[src/rtl/pwm.sv]
// Pushbutton-adjustable PWM generator: synchronized inc/dec buttons step the duty,
// and the period counter picks up the new duty only at the wrap. Optional debounce: PWM_DEBOUNCE_EN.
module pwm #(
   parameter int PERIOD          = 100,
   parameter int STEP            = 10,
   parameter int DEBOUNCE_CYCLES = 16
) (
   input  logic clk,
   input  logic rst,
   input  logic pb_inc,
   input  logic pb_dec,
   output logic pwm_out
);

   localparam int DW = $clog2(PERIOD + 1);
   localparam logic [DW-1:0] PER_W  = DW'(PERIOD);
   localparam logic [DW-1:0] LAST_W = DW'(PERIOD - 1);
   localparam logic [DW-1:0] STEP_W = DW'(STEP);
   localparam logic [DW-1:0] HEAD_W = DW'(PERIOD - STEP);

   // bit 0 = inc button, bit 1 = dec button
   logic [1:0] sync1, sync2, lvl, lvl_prev, armed, evt;
   logic [1:0] valid_sr;
   logic [DW-1:0] count, duty, active_duty;

   // armed only rises once a real synchronized low has been seen, so a button
   // held through reset cannot fire until it is released and pressed again
   always_ff @(posedge clk) begin
      if (rst) begin
         sync1    <= '0;
         sync2    <= '0;
         valid_sr <= '0;
         armed    <= '0;
         lvl_prev <= '0;
         evt      <= '0;
      end else begin
         sync1    <= {pb_dec, pb_inc};
         sync2    <= sync1;
         valid_sr <= {valid_sr[0], 1'b1};
         armed    <= armed | (~sync2 & {2{valid_sr[1]}});
         lvl_prev <= lvl;
         evt      <= lvl & ~lvl_prev & armed;
      end
   end

`ifdef PWM_DEBOUNCE_EN
   localparam int CW = $clog2(DEBOUNCE_CYCLES + 1);
   localparam logic [CW-1:0] DB_LOAD = CW'(DEBOUNCE_CYCLES);

   logic [CW-1:0] db_cnt [2];

   // down-counter reloads while the sample agrees with the accepted level
   always_ff @(posedge clk) begin
      if (rst) begin
         lvl       <= '0;
         db_cnt[0] <= '0;
         db_cnt[1] <= '0;
      end else begin
         for (int i = 0; i < 2; i++) begin
            if (sync2[i] == lvl[i]) begin
               db_cnt[i] <= DB_LOAD;
            end else if (db_cnt[i] == '0) begin
               lvl[i]    <= sync2[i];
               db_cnt[i] <= DB_LOAD;
            end else begin
               db_cnt[i] <= db_cnt[i] - CW'(1);
            end
         end
      end
   end
`else
   logic unused_debounce;
   assign unused_debounce = |DEBOUNCE_CYCLES;

   always_ff @(posedge clk) begin
      if (rst) lvl <= '0;
      else     lvl <= sync2;
   end
`endif

   always_ff @(posedge clk) begin
      if (rst) begin
         duty <= '0;
      end else if (evt[0] && !evt[1]) begin
         duty <= (duty >= HEAD_W) ? PER_W : duty + STEP_W;
      end else if (evt[1] && !evt[0]) begin
         duty <= (duty <= STEP_W) ? '0 : duty - STEP_W;
      end
   end

   always_ff @(posedge clk) begin
      if (rst) begin
         count       <= '0;
         active_duty <= '0;
         pwm_out     <= 1'b0;
      end else begin
         pwm_out <= (count < active_duty);
         if (count == LAST_W) begin
            count       <= '0;
            active_duty <= duty;
         end else begin
            count <= count + DW'(1);
         end
      end
   end

endmodule

[config.mk]
export PLATFORM = sky130hd
export DESIGN_NAME = pwm
export DESIGN_NICKNAME = d
export VERILOG_FILES = /design/src/rtl/pwm.sv
export SDC_FILE = /design/constraint.sdc
export NUM_CORES = 1
export LEC_CHECK = 0
export BUFFER_PORTS_ARGS = -buffer_cell sky130_fd_sc_hd__buf_2
export CAP_MARGIN = 20
export CORE_UTILIZATION = 25
export CTS_CLUSTER_SIZE = 24
export DETAILED_ROUTE_END_ITERATION = 8
export GPL_TIMING_DRIVEN = 0
export HOLD_SLACK_MARGIN = 0.02
export PLACE_DENSITY = 0.47
export SLEW_MARGIN = 20
export SYNTH_ARGS = -nofsm -noshare
export SYNTH_HDL_FRONTEND = slang
export SYNTH_SLANG_ARGS = --single-unit
export TNS_END_PERCENT = 30
[constraint.sdc]
create_clock -name clk -period 3 [get_ports clk]
set_clock_uncertainty 0.15 [all_clocks]
set_input_delay 0.3 -clock clk [delete_from_list [all_inputs] [get_ports clk]]
set_output_delay 0.3 -clock clk [all_outputs]
set_load 0.01 [all_outputs]
# Word level (Yosys, flattened, before mapping)
# Cells that the tools add are included.
word_totals:
  elab_cells: 36
  inputBits: 4
  out_inout_bits: 1
  reg_bits: 36
op_classes:
  muxes: 5
  addsub: 3
  reduce_logical: 6
  n_eq_ne: 1
  bitwise_logic: 6
  order_cmp: 3
op_table:
  columns: ["op", "count"]
  rows:
  - ["two-way mux 7 bit", 4]
  - ["adder 7 x 1 -> 7 bit (second input constant)", 1]
  - ["adder 7 x 4 -> 7 bit (second input constant)", 1]
  - ["== test 7 bit (second input constant)", 1]
  - ["greater-or-equal comparator 7 bit (second input constant)", 1]
  - ["<= comparator 7 x 4 -> 1 bit (second input constant)", 1]
  - ["< comparator 7 bit", 1]
  - ["subtractor 7 x 4 -> 7 bit (second input constant)", 1]
  - ["bitwise AND 2 bit", 3]
  - ["inverter 2 bit", 2]
  - ["logical AND 1 bit", 2]
  - ["zero test 1 bit", 2]
  - ["OR 2 bit", 1]
  - ["nonzero test 2 bit", 1]
  - ["OR reduction 2 bit", 1]
  - ["two-way mux 1 bit", 1]

# Longest topological paths before layout
depth:
  word_depth: 4
  mapped_depth: 7

# Least setup slack after synthesis
# OpenSTA, ideal clock, no wires.
synth_timing:
  kind: "reg2reg"
  from: "register evt[1]"
  to: "register duty[5]"
  setup_slack_ps: 1361
  arrival_ps: 1415
  stages_incl_launch_ff: 6
  path_cell_list: "dfxtp_1 > inv_1 > ha_1 > nand2b_4 > or4b_1 > a31oi_1"
synth_between:
  elab_chain_len: 3
synth_rtl:
  columns: ["item", "line", "rtl"]
  rows:
  - ["from (decl)", "22", "logic [1:0] sync1, sync2, lvl, lvl_prev, armed, evt;"]
  - ["from (signal assigned)", "42", "evt <= lvl & ~lvl_prev & armed;"]
  - ["zero test 1 bit", "84", "end else if (evt[0] && !evt[1]) begin"]
  - ["logical AND 1 bit", "84", null]
  - ["two-way mux 7 bit or nonzero test 2 bit (tied branches)", null, null]
  - ["to (signal assigned)", "85", "duty <= (duty >= HEAD_W) ? PER_W : duty + STEP_W;"]
  - ["to (signal assigned)", "87", "duty <= (duty <= STEP_W) ? '0 : duty - STEP_W;"]
  - ["to (decl)", "24", "logic [DW-1:0] count, duty, active_duty;"]
# Several ways; a longest one is shown, not always the timed one.
# A chain may end at the register's enable or synchronous reset.

# Worst setup path in the final report
layout_timing:
  from: "register duty[1]"
  to: "register duty[2]"
layout_between:
  elab_chain_len: 4
layout_rtl:
  columns: ["item", "line", "rtl"]
  rows:
  - ["subtractor 7 x 4 -> 7 bit or <= comparator 7 x 4 -> 1 bit (tied branches)", "87", null]
  - ["two-way mux 7 bit", "87", null]
  - ["two-way mux 7 bit", "86", "end else if (evt[1] && !evt[0]) begin"]
  - ["two-way mux 7 bit *", "84", null]
# Every way passes the cells marked *; elsewhere a longest branch is shown, timed or not. The select of a mux whose other input is x is not followed.

==> impl_metrics.tcl <==
set metrics [dict create \
    leakage_nw 0.712 \
    areaGrowthSynthToFinish_pct 11.6 \
    drt-pass1-iter-count 4 \
    die_area_um2 6710 \
    synthTopCellsByArea "dfxtp_1 (43%), ha_1 (8.6%), nor2_1 (5.2%)" \
    regArea_um2 681 \
    pwr-share-comb 0.045 \
    fmax_mhz 520 \
    clockRootBuffer "clkbuf_8" \
    place_congestion 0.798 \
    synthCells 176 \
    die_h_um 81.9 \
    drc 0 \
    setup_slack_ps 1080 \
    holdPathStages 2 \
    post_cts_buffers 0 \
    r2r-start "duty[1]" \
    cts_resized 0 \
    end_kind "register" \
    fillCellCount 630 \
    grt_max_degree 11 \
    reg2regPathDepth 6 \
    cts_tree "yes" \
    ir_drop_mv 0.226 \
    worst_pin_slew_ps 491 \
    synth_edf_count 0 \
    core_area_um2 6030 \
    die_w_um 81.9 \
    start_util 0.265 \
    via_per_inst 4.54 \
    synth_top_area_frac 0.426 \
    place_ws_ps 1130 \
    synthDistinctLibCells 41 \
    first_global_vias 1061 \
    hold_path.class "in -> reg" \
    slew-limit-headroom 0.673 \
    clkLatencyLatePin_ps 280 \
    drtIter0Drc 120 \
    htreeDepth 2 \
    rr_endpoint "duty[2]" \
    power_density_nw_per_um2 457 \
    finalHoldViolCount 0 \
    clock_path_buffers 2 \
    overflow 0 \
    synth_commonest_cells "dfxtp_1 (34), nor2_1 (22), inv_1 (17), ha_1 (11), nand3_1 (10)" \
    nets 201 \
    hold_end "sync1[1]" \
    diodes 0 \
    dpl.hpwl_um 2110 \
    grt_usage 0.0979 \
    clock_power_share 0.379 \
    r2r_slack_ps 1080 \
    syn_area_um2 1600 \
    io_buffer_count 3 \
    switchingPower_mw 0.177 \
    yosysMostFrequentCell "dfxtp_1" \
    switching_share 0.217 \
    grt_first_pass_wirelength_um 4910 \
    ys_seq_elements 34 \
    critPathMaxFanout 8 \
    crit_type "reg -> reg" \
    min_from "pb_dec" \
    yosys.area.top_type "dfxtp_1" \
    p_total_mw 0.815 \
    antenna_found_initial 0 \
    rsz0062_at_grt "no" \
    internal_power_mw 0.639 \
    drtAntennaViolNets 0 \
    status "complete, no violations" \
    maxCapViolations 0 \
    ctsHoldBuffers 0 \
    finalCriticalPeriod_ps 1920 \
    synth_flop_cell "dfxtp_1" \
    dpl-instance-area_um2 1710 \
    syn-num-nets 191 \
    setup_violations 0 \
    p_seq_frac 0.576 \
    cts_buffers 5 \
    synth_seq_area_share 0.426 \
    finalCritPeriodShare 0.641 \
    rows 28 \
    setup.worst_path.start_class "register" \
    async_reset_ff_frac 0 \
    cts_num_sinks 34 \
    path_clk_slew_ps 60 \
    crit_arrival_ps 1960 \
    syn_area_per_cell_um2 9.08 \
    fin_area_um2 1780 \
    worstPathRequired_ps 3040 \
    yosys_warnings 0 \
    tns_ps 0 \
    wl_per_cell_um 11.5 \
    post_route_cells_drive_above_1_share 0.118 \
    pin_count 5 \
    drv_slew 0 \
    routed-via-count 1186 \
    multi_input_area_um2 813 \
    routed_wl_um 3010 \
]
## cells by family after synthesis
kind of cell,count (synthesis),synth area share
and+or+nand+nor,65,0.226
DFF,34,0.426
AOI/OAI and AO/OA,28,0.121
buffers and inverters,25,0.0650
adders and majority gates,11,0.0861
muxes,7,0.0439
xor gates and xnor gates,6,0.0329
## final cells by class
cell class,instances,area share
Sequential cell,34,0.382
Timing Repair Buffer,3,0.00842
Inverter,17,0.0358
Buffer,8,0.0225
Clock buffer,7,0.0428
Tap cell,75,0.0526
Multi-Input combinational cell,117,0.456
## metal layers
metal  GRT usage  wire [um]
met1       0.133       1590
met3      0.0233         93
met5           0          0
met4      0.0649         59
met2       0.136       1270
## worst max path at each step
stage,start,end,depth (start not counted)
floorplan,evt[1],duty[5],5
global placement,duty[1],duty[2],6
detailed placement,duty[1],duty[2],6
CTS,duty[1],duty[2],6
global route,duty[1],duty[2],6
finish,duty[1],duty[2],6
## power groups by stage
stage	logic [mW]	registers, mW	clock network [mW]
floorplan	0.0262	0.479	0
global placement	0.0378	0.480	0
detailed placement	0.0373	0.480	0
CTS	0.0378	0.470	0.325
global route	0.0429	0.471	0.343
finish	0.0369	0.470	0.309
## worst max-delay path, stage by stage (launching register included)
cell      delay (ps)
dfxtp_1          460
inv_1            100
ha_1             250
nand2b_1         210
o21ai_1          270
a21oi_1          130
o32ai_2          260
## placed cells by master, fill, tap and decap left out, types with 4 or more instances in the layout
master,count
o21ai_0,4
o22ai_1,4
xnor2_1,4
nand3_1,10
ha_1,11
nand2_1,8
a21oi_1,5
buf_2,8
dfxtp_1,34
a31oi_1,5
inv_1,17
nor2b_1,9
mux2i_1,7
nor2_1,22
clkbuf_8,5
## metrics by stage
| step | hold WS [ps] | instances | utilization |
|---|---|---|---|
| 6_report | 78.3 | 261 | 0.296 |
| 5_1_grt | 88.5 | 261 | 0.296 |
| 4_1_cts | 70.5 | 261 | 0.296 |
| 3_5_place_dp | 270 | 254 | 0.283 |
| 3_3_place_gp | 269 | 254 | 0.283 |
| 2_1_floorplan | 264 | 176 | - |
## sequential cells by signal, indices dropped and copies added (netlist names)
register	cells
evt	2
active_duty	6
count	7
lvl_prev	2
valid_sr	2
lvl	2
sync1	2
duty	6
pwm_out	1
sync2	2
armed	2
No activity file was read; power rests on OpenSTA's default activity.
